[src/rtl/cpu_trace_capture.sv]
// Instruction-trace recorder: circular {pc, ir} capture with PC breakpoint, post-trigger window and oldest-first readout.
// Optional RAM-write tracing is enabled by defining TRACE_RAMWR_EN (adds a tag bit to each entry).
module cpu_trace_capture #(
    parameter int DATA_WIDTH  = 8,
    parameter int STATE_WIDTH = 6,
    parameter int DEPTH       = 16,
    parameter int FETCH_STATE = 0,
    parameter int POST_COUNT  = 4,
`ifdef TRACE_RAMWR_EN
    localparam int ENTRY_W    = 2*DATA_WIDTH + 1,
`else
    localparam int ENTRY_W    = 2*DATA_WIDTH,
`endif
    localparam int CNT_W      = $clog2(DEPTH+1)
) (
    input  logic                   clock,
    input  logic                   reset,
    input  logic                   arm,
    input  logic                   force_stop,
    input  logic                   break_en,
    input  logic [DATA_WIDTH-1:0]  break_pc,
    input  logic [DATA_WIDTH-1:0]  pc,
    input  logic [DATA_WIDTH-1:0]  ir,
    input  logic [STATE_WIDTH-1:0] state,
`ifdef TRACE_RAMWR_EN
    input  logic                   ram_write,
    input  logic [DATA_WIDTH-1:0]  ram_address,
    input  logic [DATA_WIDTH-1:0]  ram_data_in,
`endif
    input  logic                   rd_en,
    output logic [ENTRY_W-1:0]     rd_data,
    output logic                   rd_valid,
    output logic [CNT_W-1:0]       count,
    output logic                   overflow,
    output logic                   triggered,
    output logic                   done
);

    localparam int PTR_W = $clog2(DEPTH);

    typedef enum logic [1:0] {IDLE, ARMED, POST, DONE} fsm_e;

    fsm_e                   fsm_q;
    logic [STATE_WIDTH-1:0] prev_state_q;
    logic [PTR_W-1:0]       wr_ptr_q;
    logic [PTR_W-1:0]       rd_ptr_q;
    logic [PTR_W-1:0]       post_q;
    logic [CNT_W-1:0]       count_q;
    logic [ENTRY_W-1:0]     rd_data_q;
    logic                   rd_valid_q;
    logic                   overflow_q;
    logic                   triggered_q;
    logic                   done_q;
    logic [ENTRY_W-1:0]     mem_q [DEPTH];

    logic                   fetch_ev;
    logic                   capturing;
    logic                   bp_hit;
    logic                   wr_en;
    logic [ENTRY_W-1:0]     wr_entry;

    // A fetch is recognised on entry into the fetch state, so a multi-cycle fetch records once.
    assign fetch_ev  = (state == STATE_WIDTH'(FETCH_STATE)) &&
                       (prev_state_q != STATE_WIDTH'(FETCH_STATE));
    assign capturing = ((fsm_q == ARMED) || (fsm_q == POST)) && !arm;
    assign bp_hit    = fetch_ev && break_en && (pc == break_pc);

`ifdef TRACE_RAMWR_EN
    logic               ram_pend_q;
    logic [ENTRY_W-1:0] ram_pend_entry_q;
    logic               ram_stash;

    // Fetch wins the write port; a colliding RAM write is replayed in the following cycle.
    always_comb begin
        wr_en     = 1'b0;
        wr_entry  = {1'b0, pc, ir};
        ram_stash = 1'b0;
        if (capturing) begin
            if (fetch_ev) begin
                wr_en     = 1'b1;
                ram_stash = ram_write;
            end else if (ram_pend_q) begin
                wr_en     = 1'b1;
                wr_entry  = ram_pend_entry_q;
                ram_stash = ram_write;
            end else if (ram_write) begin
                wr_en     = 1'b1;
                wr_entry  = {1'b1, ram_address, ram_data_in};
            end
        end
    end

    always_ff @(posedge clock or posedge reset) begin
        if (reset) begin
            ram_pend_q       <= 1'b0;
            ram_pend_entry_q <= '0;
        end else begin
            ram_pend_q <= ram_stash;
            if (ram_stash) begin
                ram_pend_entry_q <= {1'b1, ram_address, ram_data_in};
            end
        end
    end
`else
    assign wr_en    = capturing && fetch_ev;
    assign wr_entry = {pc, ir};
`endif

    // NOTE: the trace array has no reset; count and pointers alone define which entries are valid.
    always_ff @(posedge clock) begin
        if (wr_en) begin
            mem_q[wr_ptr_q] <= wr_entry;
        end
    end

    always_ff @(posedge clock or posedge reset) begin
        if (reset) begin
            fsm_q        <= IDLE;
            prev_state_q <= '1;
            wr_ptr_q     <= '0;
            rd_ptr_q     <= '0;
            post_q       <= '0;
            count_q      <= '0;
            rd_data_q    <= '0;
            rd_valid_q   <= 1'b0;
            overflow_q   <= 1'b0;
            triggered_q  <= 1'b0;
            done_q       <= 1'b0;
        end else begin
            prev_state_q <= state;
            rd_valid_q   <= 1'b0;
            if (arm) begin
                fsm_q       <= ARMED;
                wr_ptr_q    <= '0;
                rd_ptr_q    <= '0;
                count_q     <= '0;
                overflow_q  <= 1'b0;
                triggered_q <= 1'b0;
                done_q      <= 1'b0;
            end else begin
                case (fsm_q)
                    ARMED, POST: begin
                        if (wr_en) begin
                            wr_ptr_q <= wr_ptr_q + PTR_W'(1);
                            if (count_q == CNT_W'(DEPTH)) begin
                                rd_ptr_q   <= rd_ptr_q + PTR_W'(1);
                                overflow_q <= 1'b1;
                            end else begin
                                count_q <= count_q + CNT_W'(1);
                            end
                        end
                        if (fsm_q == ARMED && bp_hit) begin
                            triggered_q <= 1'b1;
                        end
                        if (force_stop) begin
                            fsm_q  <= DONE;
                            done_q <= 1'b1;
                        end else if (fsm_q == ARMED && bp_hit) begin
                            if (POST_COUNT == 0) begin
                                fsm_q  <= DONE;
                                done_q <= 1'b1;
                            end else begin
                                post_q <= PTR_W'(POST_COUNT);
                                fsm_q  <= POST;
                            end
                        end else if (fsm_q == POST && fetch_ev) begin
                            post_q <= post_q - PTR_W'(1);
                            if (post_q == PTR_W'(1)) begin
                                fsm_q  <= DONE;
                                done_q <= 1'b1;
                            end
                        end
                    end
                    DONE: begin
                        if (rd_en && count_q != '0) begin
                            rd_data_q  <= mem_q[rd_ptr_q];
                            rd_valid_q <= 1'b1;
                            rd_ptr_q   <= rd_ptr_q + PTR_W'(1);
                            count_q    <= count_q - CNT_W'(1);
                        end
                    end
                    default: ;
                endcase
            end
        end
    end

    assign rd_data   = rd_data_q;
    assign rd_valid  = rd_valid_q;
    assign count     = count_q;
    assign overflow  = overflow_q;
    assign triggered = triggered_q;
    assign done      = done_q;

endmodule

[config.mk]
export PLATFORM = sky130hd
export DESIGN_NAME = cpu_trace_capture
export DESIGN_NICKNAME = d
export VERILOG_FILES = /design/src/rtl/cpu_trace_capture.sv
export SDC_FILE = /design/constraint.sdc
export NUM_CORES = 1
export LEC_CHECK = 0
export BUFFER_PORTS_ARGS = -buffer_cell sky130_fd_sc_hd__buf_2
export CAP_MARGIN = 20
export CORE_MARGIN = 4
export CORE_UTILIZATION = 45
export CTS_BUF_LIST = sky130_fd_sc_hd__clkbuf_8
export DETAILED_ROUTE_END_ITERATION = 8
export HOLD_SLACK_MARGIN = 0.05
export PLACE_DENSITY_LB_ADDON = 0.3
export SLEW_MARGIN = 20
export SYNTH_ARGS = -nofsm -noshare
export SYNTH_HDL_FRONTEND = slang
export SYNTH_SLANG_ARGS = --single-unit
export TNS_END_PERCENT = 30
[constraint.sdc]
create_clock -name clock -period 2.6 [get_ports clock]
set_clock_uncertainty 0.05 [all_clocks]
set_input_delay 0.13 -clock clock [delete_from_list [all_inputs] [get_ports clock]]
set_output_delay 0.13 -clock clock [all_outputs]
set_load 0.1 [all_outputs]
Word-level counts from Yosys, hierarchy flattened --
Memory sizes are Yosys's and may differ from the RTL's. A register that Yosys moved wholly into a read port is not among the register bits. Index checks and enable logic that the tools add are counted.
Operators by class: add/sub/neg operators 5, multiply operators 0, div/mod/pow operators 0, magnitude comparators 0, eq/ne operators 11, shifts and indexed selects 0, mux-type cells 39, bitwise logic cells 2, reduce and logical (&&, ||, !) cells 33
Operator list (number):
- 4-bit 2-to-1 mux | 9
- 5-bit 2-to-1 mux | 4
- 1-bit 2-to-1 mux | 18
- 4-bit AND reduction | 4
- 3-bit inequality test, second input constant | 5
- 2-bit 2-to-1 mux | 6
- 5-bit case mux with 2 select lines | 1
- 2-bit nonzero test | 5
- 3-bit AND reduction | 3
- 3-bit nonzero test | 3
- 4-bit by 1-bit adder with 4-bit output, second input constant | 2
- 8-bit == test | 1
- 1-bit logical AND | 8
- 4-bit case mux with 2 select lines | 1
- 4-bit nonzero test | 2
- 6-bit logical NOT | 1
- 6-bit nonzero test | 1
- 5-bit by 1-bit adder with 5-bit output, second input constant | 1
- 5-bit == test, second input constant | 1
- 5-bit nonzero test | 1
- 5-bit by 1-bit subtractor with 5-bit output, second input constant | 1
- 2-bit == test, second input constant | 2
- 4-bit by 1-bit == test with 1-bit output, second input constant | 1
- 2-bit AND reduction | 2
- 6 further kinds | 7
Storage, ports and cells: register bits after elaboration 29, latch bits 0, bits in writable memories 256, ROM bits 0, input port bits 36, output and inout bits 25, word-level logic and storage cells 101, memories 1
Memory list:
- mem_q | words 16, bits a word 16, rd ports 1, clocked after memory_dff 1, write ports 1, RTL line 54 | logic [ENTRY_W-1:0] mem_q [DEPTH];

Logic depth before layout (Yosys ltp) --
Gate-level depths: netlist of the first run.
depth after elaboration 9, depth in mapped cells 9, gate-level depth less buffers 8

Worst setup path before layout of the first run --
No wires, ideal clock.
kind register to register, start register count_q[0] (netlist: count[0]), end register count_q[4] (netlist: count[4]), setup time 78 ps, arrival 2567 ps, path slack -94 ps, cell stages (with the launch flop) 8, path buffers 0, period minus slack after synthesis 2694 ps, cells stage by stage dfrtp_1 -> inv_1 -> fa_1 -> nor2b_1 -> o21ai_0 -> and3_1 -> or4_1 -> a21oi_1
Between the ends: cells in the longest elaborated chain, start to end 5, elaborated cells between the ends (all ways) 13, classes of those cells 2 x add/sub; 3 x eq/ne; 5 x mux; 3 x reduce/logical
Ends and longest elaborated chain:
- start, declared | RTL line 48 | logic [CNT_W-1:0] count_q;
- start signal, assigned | RTL line 149 | count_q <= count_q + CNT_W'(1);
- start signal, assigned | RTL line 179 | count_q <= count_q - CNT_W'(1);
- 5-bit by 1-bit adder with 5-bit output | RTL line 149
- 5-bit 2-to-1 mux | RTL line 145 | if (count_q == CNT_W'(DEPTH)) begin
- 5-bit 2-to-1 mux | RTL line 143 | if (wr_en) begin
- 5-bit case mux with 2 select lines | RTL line 141 | case (fsm_q)
- 5-bit 2-to-1 mux | RTL line 132 | if (arm) begin
Several ways; a longest one is shown, not always the timed one. The select of a mux whose other input is x is not followed. A chain may end at the register's enable or synchronous reset.

Final worst setup path of the first run --
start register fsm_q[0], end register count_q[4] (netlist: count[4])
Between the ends: cells in the longest elaborated chain, start to end 6, elaborated cells between the ends (all ways) 14, classes of those cells 6 x eq/ne; 2 x mux; 6 x reduce/logical
Ends and longest elaborated chain:
- start, declared | RTL line 43 | fsm_e fsm_q;
- start signal, assigned | RTL line 118 | fsm_q <= IDLE;
- start signal, assigned | RTL line 133 | fsm_q <= ARMED;
- start signal, assigned | RTL line 156 | fsm_q <= DONE;
- 2-bit by 1-bit == test with 1-bit output or 2-bit == test (tied branches) | RTL line 65, 141
- 1-bit logical OR | RTL line 65 | assign capturing = ((fsm_q == ARMED) || (fsm_q == POST)) && !arm;
- 1-bit logical AND | RTL line 65
- 1-bit logical AND | RTL line 105 | assign wr_en = capturing && fetch_ev;
- 3-bit inequality test (no line)
- 4-bit AND reduction (no line)
Several ways; a longest one is shown, not always the timed one.

==> qor.csv, run 1 <==
metric,value,unit
outcome,"finished, final reports clean",
Placement Cell Area,13200,sq um
Yosys reg bits,301,
CP required,3040,ps
Hold Path Class,input port to register,
"Seq/Total Area, Yosys",73.3,%
top_reg_cell synth,edfxtp_1,
"Buf+Inv Stages, Crit Path",1,
"Max stage delay cell, worst path",fa_1,
RSZ-0062 raised after global routing,no,
post-route worst setup slack,212,ps
initial DRC count,415,
Synth cell types,51,
layout cells sized above 1,33.0,%
met3 WL,1480,um
"Power, Total",10.3,mW
met2 WL,14500,um
crit path time final,2390,ps
number of enable flip-flop cells after synthesis,256,
CTS tree,yes,
core area,26200,sq um
Area contributors post-synth,"edfxtp_1, mux4_2, dfrtp_1",
synthesized area,12000,sq um
std cell rows,59,
Fin Hold WS,177,ps
residual DRC count,0,
pin count of the biggest net entering global routing,68,
worst vdd ir,0.518,mV
Total GRT Usage,19.4,%
Ys Warns,0,
"FFs w/ async S/R, synth",15.0,%
Detailed Route WL,27500,um
crit-path leading delay family,simple AND/OR/NAND/NOR gates,
TritonRoute pass-1 iters,5,
WS Path Type,register to register,
initial antenna violation count,0,
Pins Over Slew Limit,0,
Die Height,172,um
Post-DRT Antenna Nets,0,
DIE AREA,29400,sq um
first-pass GRT wire length,41800,um
Syn Inst Count,627,
"Avg Cell Area, Syn",19.2,sq um
H-tree levels,2,
hold depth,2,
most area-hungry cell type in the Yosys netlist,edfxtp_1,
Setup WS pre-CTS,191,ps
chip width,172,um
final setup violation count,0,
DR vias,6285,
n_diodes,0,
Post-Layout Inst Area,14400,sq um
Critical Path Stages,8,
clock slew at reported path FFs,60,ps
max-cap viol count,0,
DR top layer,met4,
IO buf count,60,
CTS Root Cell,clkbuf_8,
largest fanout on the critical path,7,
reg2reg path depth,8,
CP endpoint kind,register,
Max Fclk,419,MHz
Initial Util,45.9,%
gr ovfl total,0,
clock sinks,301,
hpwl dp,17900,um
Max clock buf depth,3,
crit path DAT,2830,ps
Synth top area share,63.9,%
Post-layout nets,823,
post-CTS setup buffer count,0,
CTS Buf Count,49,
Mapped Nets,677,
PD cells,720,nW/um^2
relative slew slack,53.4,%
number of global-route vias before repair,6763,
Leak,4.87,nW
clk_lat worst skew,570,ps
post-DR wirelength/cell,23.9,um
"Critical Path, Cell by Cell","ha_2, inv_1, fa_1, nor2b_1, o21ai_0, and3_1, or4_1, a21oi_1",
Setup crit start kind,register,
routability congestion estimate,0.765,
I/O Pins,61,
Via density,5.48,
met1 wire length,11100,um
area grow syn2layout,19.4,%
worst slew pin tran,690,ps
max incr delay on CP,420,ps
"Hold Vio Cnt, Final",0,
fin crit share,91.8,%
## power by group
part | internal (mW) | switching, mW | leakage [nW]
registers | 5.32 | 0.0647 | 2.88
clock network | 1.94 | 1.85 | 0.520
logic | 0.309 | 0.852 | 1.46
## layout by cell type, fill, tap and decap left out, types with 2 or more instances in the layout
| cell | Yosys | layout |
|---|---|---|
| mux2i_1 | 35 | 35 |
| mux4_2 | 64 | 64 |
| buf_4 | 0 | 21 |
| inv_1 | 16 | 26 |
| o2bb2ai_1 | 3 | 3 |
| buf_12 | 0 | 18 |
| xor2_1 | 2 | 2 |
| nor4_4 | 2 | 2 |
| xnor2_1 | 12 | 12 |
| dlygate4sd3_1 | 0 | 27 |
| nor2_1 | 33 | 17 |
| nor2b_1 | 4 | 4 |
| nand3_1 | 4 | 4 |
| ha_1 | 13 | 12 |
| a21oi_1 | 11 | 11 |
| buf_2 | 7 | 60 |
| o31ai_1 | 3 | 3 |
| edfxtp_1 | 256 | 256 |
| or3b_2 | 2 | 2 |
| nand2_1 | 30 | 30 |
| dfrtp_2 | 0 | 3 |
| o221ai_1 | 16 | 16 |
| nor4_1 | 3 | 3 |
| or4_1 | 4 | 4 |
| clkbuf_8 | 0 | 51 |
| o21ai_0 | 4 | 4 |
| o31a_1 | 2 | 2 |
| nand2b_1 | 6 | 6 |
| nor2_2 | 0 | 16 |
| nor3_1 | 2 | 2 |
| dfrtp_1 | 39 | 35 |
| or2_2 | 2 | 2 |
| clkinv_1 | 0 | 13 |
| clkinv_2 | 0 | 11 |
| nand3b_1 | 2 | 2 |
| dfstp_2 | 6 | 6 |
## worst register-to-register path, cell delays in order (launching register included)
cell     delay (ps)
dfrtp_1         410
ha_2            280
inv_1           100
fa_1            420
nor2b_1         150
o21ai_0         120
and3_1          220
or4_1           410
a21oi_1         150
## per-layer routing
layer	track usage, %	vias up
met3	3.03	33
met1	25.7	3271
met2	34.0	170
li1	-	2811
met4	4.44	0
met5	0	-
## cell families after synthesis
logic type      synth area share (%)
compound gates                  3.22
mux                             15.0
flops                           73.3
fa+ha+maj                       1.52
buf+inv                         1.66
xor+xnor                        1.02
simple gates                    4.32
## synth_stat cells (6+ instances only)
cell,count
a21oi_1,11
buf_2,7
nor2_1,33
mux4_2,64
dfstp_2,6
mux2i_1,35
inv_1,16
xnor2_1,12
ha_1,13
o221ai_1,16
nand2b_1,6
edfxtp_1,256
nand2_1,30
dfrtp_1,39
clkbuf_1,17
## through the flow
step / std cells / utilization [%] / TNS [ps]
after floorplan: 627 / - / -1430
after global placement: 1030 / 50.3 / 0
after detailed placement: 1030 / 50.3 / 0
after CTS: 1147 / 54.8 / 0
after global routing: 1147 / 54.8 / 0
final: 1147 / 54.8 / 0
## flip-flops by register name, summed over array words and instances, names as in the netlist, 2 cells and up
signal and cells:
post_q 4, count 5, prev_state_q 6, wr_ptr_q 4, rd_data 16, fsm_q 2
rd_ptr_q 4, mem_q 256
## timing repair
action | 4_1_cts | 5_1_grt
hold buffers | 27 | 0
endpoints found under the hold margin | 324 | 0
gates resized for setup | 0 | 1
setup endpoints to repair | 0 | 1
## cell type report
type                    count  area (sq um)
repair buffers            126          1090
multi-input cells         279          3060
fillers                  2013         11800
clock buffers              51           702
clock inverters            39           211
inverters                  16          60.1
flip-flops and latches    301          8830
well taps                 335           419
## worst paths after layout
path | to | slack (ps) | start
worst max-delay path | count[4] | 210 | fsm_q[0]
worst min-delay path | prev_state_q[2] | 180 | state[2]
worst max register to register | count[4] | 210 | fsm_q[0]
worst min register to register | rd_data[11] | 430 | rd_data[11]
max in group asynchronous | prev_state_q[3] | 1400 | reset
min in group asynchronous | rd_ptr_q[0] | 470 | reset
Note: power is estimated with default switching activity, not from simulation.
==> run 2, diff against run 1 <==
==> constraint.sdc (replaced) <==
create_clock -name clock -period 2.5 [get_ports clock]
set_clock_uncertainty 0.05 [all_clocks]
set_input_delay 0.125 -clock clock [delete_from_list [all_inputs] [get_ports clock]]
set_output_delay 0.125 -clock clock [all_outputs]
set_load 0.1 [all_outputs]
==> run 2 against run 1 <==
  * Non-clock buffer count down 10
  * Critical path depth down 3
  * Register-to-register slack worse by 110 ps
==> qor.csv, run 2 (same netlist as run 1, synthesis figures left out) <==
metric,value,unit,change
outcome,"finished, final reports clean",,
core area,26200,sq um,unchanged
crit path time final,2390,ps,+6.67 ps
CP required,2610,ps,-430 ps
CP endpoint kind,register,,
CTS tree,yes,,
DIE AREA,29400,sq um,unchanged
PD cells,766,nW/um^2,+6.4%
H-tree levels,2,,unchanged
routability congestion estimate,0.802,,+4.8%
initial DRC count,521,,+26%
Total GRT Usage,19.3,%,-0.097 points
Max clock buf depth,3,,unchanged
Max Fclk,418,MHz,-0.28%
Hold Path Class,input port to async pin,,
"Hold Vio Cnt, Final",0,,unchanged
initial antenna violation count,0,,unchanged
post-CTS setup buffer count,0,,unchanged
reg2reg path depth,5,,-3
residual DRC count,0,,unchanged
"Buf+Inv Stages, Crit Path",1,,unchanged
gr ovfl total,0,,unchanged
area grow syn2layout,18.7,%,
Fin Hold WS,96.7,ps,-80.1 ps
"Power, Total",10.9,mW,+5.8%
Initial Util,45.9,%,unchanged
Largest Register,mem_q,,
hpwl dp,17500,um,-2.0%
fin crit share,95.8,%,+3.9 points
"setup slack, reg-to-reg",110,ps,-110 ps
post-route worst setup slack,105,ps,-107 ps
relative slew slack,38.4,%,-15 points
Largest register FFs,256,,unchanged
clock slew at reported path FFs,70,ps,about the same
n_diodes,0,,unchanged
pin count of the biggest net entering global routing,36,,-47%
"Max stage delay cell, worst path",nor2_2,,
Worst R2R Start,fsm_q[1],,
TritonRoute pass-1 iters,5,,unchanged
crit-path leading delay family,simple AND/OR/NAND/NOR gates,,
worst vdd ir,0.462,mV,-11%
"commonest non-fill, non-tap cell in the layout",edfxtp_1,,
Die Height,172,um,unchanged
RR Endpoint,mem_q[10][9],,
largest fanout on the critical path,16,,+9
Setup crit start kind,register,,
chip width,172,um,unchanged
final non-filler cell total,1137,,-0.87%
worst slew pin tran,923,ps,+233 ps
post-DR wirelength/cell,24.3,um,+1.6%
crit path DAT,2510,ps,-320 ps
post-layout util,54.5,%,-0.30 points
clk_lat worst skew,560,ps,about the same
Post-DRT Antenna Nets,0,,unchanged
first-pass GRT wire length,41600,um,-0.58%
dpl cells,1021,,-0.87%
IO buf count,60,,unchanged
CTS Root Cell,clkbuf_8,,
Detailed Route WL,27600,um,+0.68%
RSZ-0062 raised after global routing,yes,,
"Critical Path, Cell by Cell","ha_1, nor2_1, nand2_1, buf_4, nor2_2",,
layout cells sized above 1,32.2,%,-0.84 points
Setup WS pre-CTS,102,ps,-89.1 ps
Filler cells,2020,,+0.35%
Post-layout nets,812,,-1.3%
max incr delay on CP,730,ps,+310 ps
std cell rows,59,,unchanged
final setup violation count,0,,unchanged
WS Path Type,register to register,,
DR vias,6355,,+1.1%
CTS Buf Count,48,,-2.0%
max-cap viol count,0,,unchanged
number of global-route vias before repair,6624,,-2.1%
I/O Pins,61,,unchanged
Leak,4.84,nW,-0.65%
Pins Over Slew Limit,0,,unchanged
clock sinks,301,,unchanged
Via density,5.59,,+2.0%
most frequent cells in the layout,"edfxtp_1, mux4_2, buf_2, clkbuf_8",,
==> run 2: stage by stage <==
step	area, sq um	TNS (ps)
5_1_grt	14300	-18.3
2_1_floorplan	12000	-14320
3_3_place_gp	13100	0
6_report	14300	0
3_5_place_dp	13100	0
4_1_cts	14300	0
==> run 2: worst max path at each step <==
stage	startpoint	end	slack (ps)	depth (start not counted)
global route	fsm_q[0]	count[4]	-20	9
floorplan	fsm_q[0]	mem_q[1][0]	-110	6
global placement	prev_state_q[0]	mem_q[15][11]	180	6
detailed placement	prev_state_q[0]	mem_q[13][11]	100	6
CTS	fsm_q[0]	count[4]	70	9
finish	fsm_q[1]	mem_q[10][9]	110	5
==> run 2: timing repair <==
item / in CTS / in global routing
hold buffers: 26 / 0
setup endpoints to repair: 0 / 18
gates resized for setup: 0 / 3
hold endpoints to repair: 305 / 0
==> run 2: worst reg2reg max path, delay by kind of cell, from the launching register on <==
kind          cells  cell delay (ps)
simple gates      3              990
flops             1              420
buf+inv           1              200
fa+ha+maj         1              330
==> run 2: layout make-up <==
class | count | area (sq um) | area share [%]
Clock buffer | 56 | 771 | 5.39
Clock inverter | 34 | 194 | 1.36
Inverter | 16 | 60.1 | 0.420
Multi-Input combinational cell | 279 | 3070 | 21.5
Sequential cell | 301 | 8830 | 61.8
Tap cell | 335 | 419 | 2.93
Timing Repair Buffer | 116 | 948 | 6.64
==> run 2: metal layers <==
| layer | wire, um | track usage, % | part of all wire (%) | vias to the layer above |
|---|---|---|---|---|
| met5 | 0 | 0 | 0 | - |
| met4 | 365 | 4.10 | 1.3 | 0 |
| met3 | 1690 | 2.92 | 6.1 | 39 |
| met2 | 14500 | 33.6 | 52 | 218 |
| met1 | 11100 | 26.0 | 40 | 3307 |
| li1 | - | - | - | 2791 |
==> run 2: power by group <==
| part | internal, mW | switching, mW |
|---|---|---|
| sequential | 5.54 | 0.0595 |
| clock | 2.25 | 1.88 |
| combinational | 0.318 | 0.897 |
==> run 3, diff against run 2 <==
--- a/config.mk
+++ b/config.mk
@@ -5,6 +5,7 @@
 export SDC_FILE = /design/constraint.sdc
 export NUM_CORES = 1
 export LEC_CHECK = 0
+export ABC_AREA = 1
 export BUFFER_PORTS_ARGS = -buffer_cell sky130_fd_sc_hd__buf_2
 export CAP_MARGIN = 20
 export CORE_MARGIN = 4
==> run 3 against run 2 <==
  * Worst setup slack better by 100 ps
  * Power up 35%
  * First-iteration DRC count up 92%
  * Synthesized area up 5.1%
  * Utilization down 1.6 points
  * Critical path type unchanged
  * Critical endpoint is now mem_q[13][3]
  * Largest power group unchanged
==> qor.csv, run 3 <==
metric,value,unit,change
Filler cells,2439,,+21%
CTS Root Cell,clkbuf_8,,
Leak,5.55,nW,+15%
post-CTS setup buffer count,0,,unchanged
most frequent cells in the layout,"edfxtp_1, nor2_1, nand2_1, o21ai_0, nand3_1",,
Multi-input gate area,3340,sq um,+9.0%
Syn Inst Count,1113,,+78%
clk_lat worst skew,580,ps,+20 ps
Post-DRT Antenna Nets,0,,unchanged
DR vias,8802,,+39%
final setup violation count,0,,unchanged
TritonRoute pass-1 iters,5,,unchanged
worst vdd ir,0.681,mV,+47%
Pint,8.84,mW,+9.1%
Mapped Nets,1163,,+72%
Setup crit start kind,register,,
Synth cell types,32,,-37%
"Power, Total",14.8,mW,+35%
post-DR wirelength/cell,19.8,um,-19%
initial DRC count,1000,,+92%
Combinational Power Share,35.6,%,+25 points
residual DRC count,0,,unchanged
Detailed Route WL,32500,um,+18%
gr ovfl total,0,,unchanged
relative slew slack,60.1,%,+22 points
number of enable flip-flop cells after synthesis,256,,unchanged
Setup WS pre-CTS,206,ps,+105 ps
CTS tree,yes,,
Hold Path Class,input port to register,,
RSZ-0062 raised after global routing,no,,
portion of total power attributed to sequential cells,39.2,%,-12 points
Synth top area share,60.8,%,-3.1 points
std cell rows,61,,+3.4%
most numerous cell in the Yosys netlist,edfxtp_1,,
"Avg Cell Area, Syn",11.4,sq um,-41%
CP endpoint kind,register,,
Reg area,8830,sq um,unchanged
reg2reg path depth,8,,+3
fin crit share,91.8,%,-4.0 points
Max clock buf depth,3,,unchanged
# resized after CTS,0,,unchanged
synthesized area,12700,sq um,+5.1%
list of most frequent post-synthesis cells,"edfxtp_1, nor2_1, nand2_1",,
"Seq/Total Area, Yosys",69.7,%,-3.6 points
n_diodes,0,,unchanged
Via density,5.35,,-4.3%
chip width,176,um,+2.4%
hpwl dp,20100,um,+15%
largest fanout on the critical path,11,,-5
CTS Buf Count,48,,unchanged
DIE AREA,30900,sq um,+4.9%
CTS Hold Bufs,29,,+12%
Initial Util,45.5,%,-0.39 points
Yosys reg bits,301,,unchanged
pin count of the biggest net entering global routing,98,,+170%
top_reg_cell synth,edfxtp_1,,
post-route worst setup slack,205,ps,+99.8 ps
H-tree levels,2,,unchanged
Max Fclk,436,MHz,+4.3%
area grow syn2layout,16.2,%,
final non-filler cell total,1646,,+45%
Largest register FFs,256,,unchanged
WS Path Type,register to register,,
outcome,"finished, final reports clean",,
core area,27800,sq um,+6.0%
Largest Register,mem_q,,
sw frac,40.3,%,+14 points
dpl cells,1529,,+50%
Clk pwr share,25.2,%,-13 points
layout cells sized above 1,14.4,%,-18 points
worst slew pin tran,595,ps,-328 ps
Die Height,176,um,+2.4%
"commonest non-fill, non-tap cell in the layout",edfxtp_1,,
number of global-route vias before repair,8674,,+31%
"FFs w/ async S/R, synth",15.0,%,unchanged
routability congestion estimate,0.857,,+6.9%
"Hold Vio Cnt, Final",0,,unchanged
clock slew at reported path FFs,60,ps,about the same
first-pass GRT wire length,49800,um,+20%
Total GRT Usage,21.2,%,+1.9 points
CP required,2710,ps,+100 ps
Ys Warns,0,,unchanged
I/O Pins,61,,unchanged
Pins Over Slew Limit,0,,unchanged
max-cap viol count,0,,unchanged
most area-hungry cell type in the Yosys netlist,edfxtp_1,,
hold depth,8,,
Area contributors post-synth,"edfxtp_1, dfrtp_1, nor2_1",,
crit path time final,2290,ps,-99.8 ps
crit path DAT,2500,ps,about the same
IO buf count,60,,unchanged
Post-layout nets,1280,,+58%
Final TNS setup,0,ps,unchanged
initial antenna violation count,1,,+1
Switch Pwr,5.96,mW,+110%
PD cells,1010,nW/um^2,+32%
clock sinks,301,,unchanged
-- run 3: changes by cell type in the layout (fill, tap and decap cells not counted), sizes merged, moves of 6 or more --
cell / change
nand3: +72
xnor2: -12
o211ai: +41
nand2b: -6
nand2: +118
mux2i: -35
inv: +38
nor2: +224
o221ai: -16
mux4: -64
o21ai: +141
-- run 3: routing by layer --
| metal | part of all wire [%] | vias up | global-route usage (%) |
|---|---|---|---|
| li1 | - | 4113 | - |
| met3 | 7.8 | 55 | 4.39 |
| met5 | 0 | - | 0 |
| met1 | 43 | 4280 | 29.8 |
| met4 | 2.5 | 0 | 7.02 |
| met2 | 46 | 354 | 33.2 |
-- run 3: power by group through the flow --
stage	clock (mW)	combinational (mW)	sequential (mW)
floorplan	0	2.78	6.96
global placement	0	5.18	5.91
detailed placement	0	5.20	5.91
CTS	3.78	5.26	5.81
global route	4.03	5.73	5.83
finish	3.73	5.26	5.81
-- run 3: kinds of logic after synthesis --
group                    after synthesis  synth area share, %
buffers and inverters                107                 4.16
adder cells (fa/ha/maj)               14                 1.44
flip-flops                           301                 69.7
XOR/XNOR                               5                0.346
AO/OA/AOI/OAI                        196                 8.68
AND/OR/NAND/NOR                      490                 15.6
-- run 3: worst max-delay path, stage by stage, from the launching register on --
cell and delay (ps):
dfrtp_1 370, inv_1 70, ha_1 320, nor2_1 190, nand3_1 150, inv_2 150, nand2_1 290, nor2_2 190
buf_4 220
-- run 3: final cells by class --
type                    instances  area share (%)
clock buffers                  51            4.77
multi-input cells             705            22.7
flip-flops and latches        301            60.0
inverters                      52            1.34
well taps                     378            3.22
clock inverters                37           0.987
repair buffers                122            6.89
-- run 3: final timing paths --
| path | from | end | slack (ps) |
|---|---|---|---|
| max in group asynchronous | reset | prev_state_q[3] | 1150 |
| worst max register to register | fsm_q[0] | mem_q[13][3] | 210 |
| worst max-delay path | fsm_q[0] | mem_q[13][3] | 210 |
| worst min register to register | rd_data[10] | rd_data[10] | 420 |
| min in group asynchronous | reset | rd_data[5] | 600 |
| worst min-delay path | break_en | fsm_q[1] | 100 |
-- run 3: per-stage QoR --
stage	util, %	hold slack, ps	instance area, sq um
3_5_place_dp	48.8	91.0	13600
5_1_grt	52.9	114	14700
3_3_place_gp	48.8	85.8	13600
2_1_floorplan	-	79.5	12700
4_1_cts	52.9	64.4	14700
6_report	52.9	104	14700
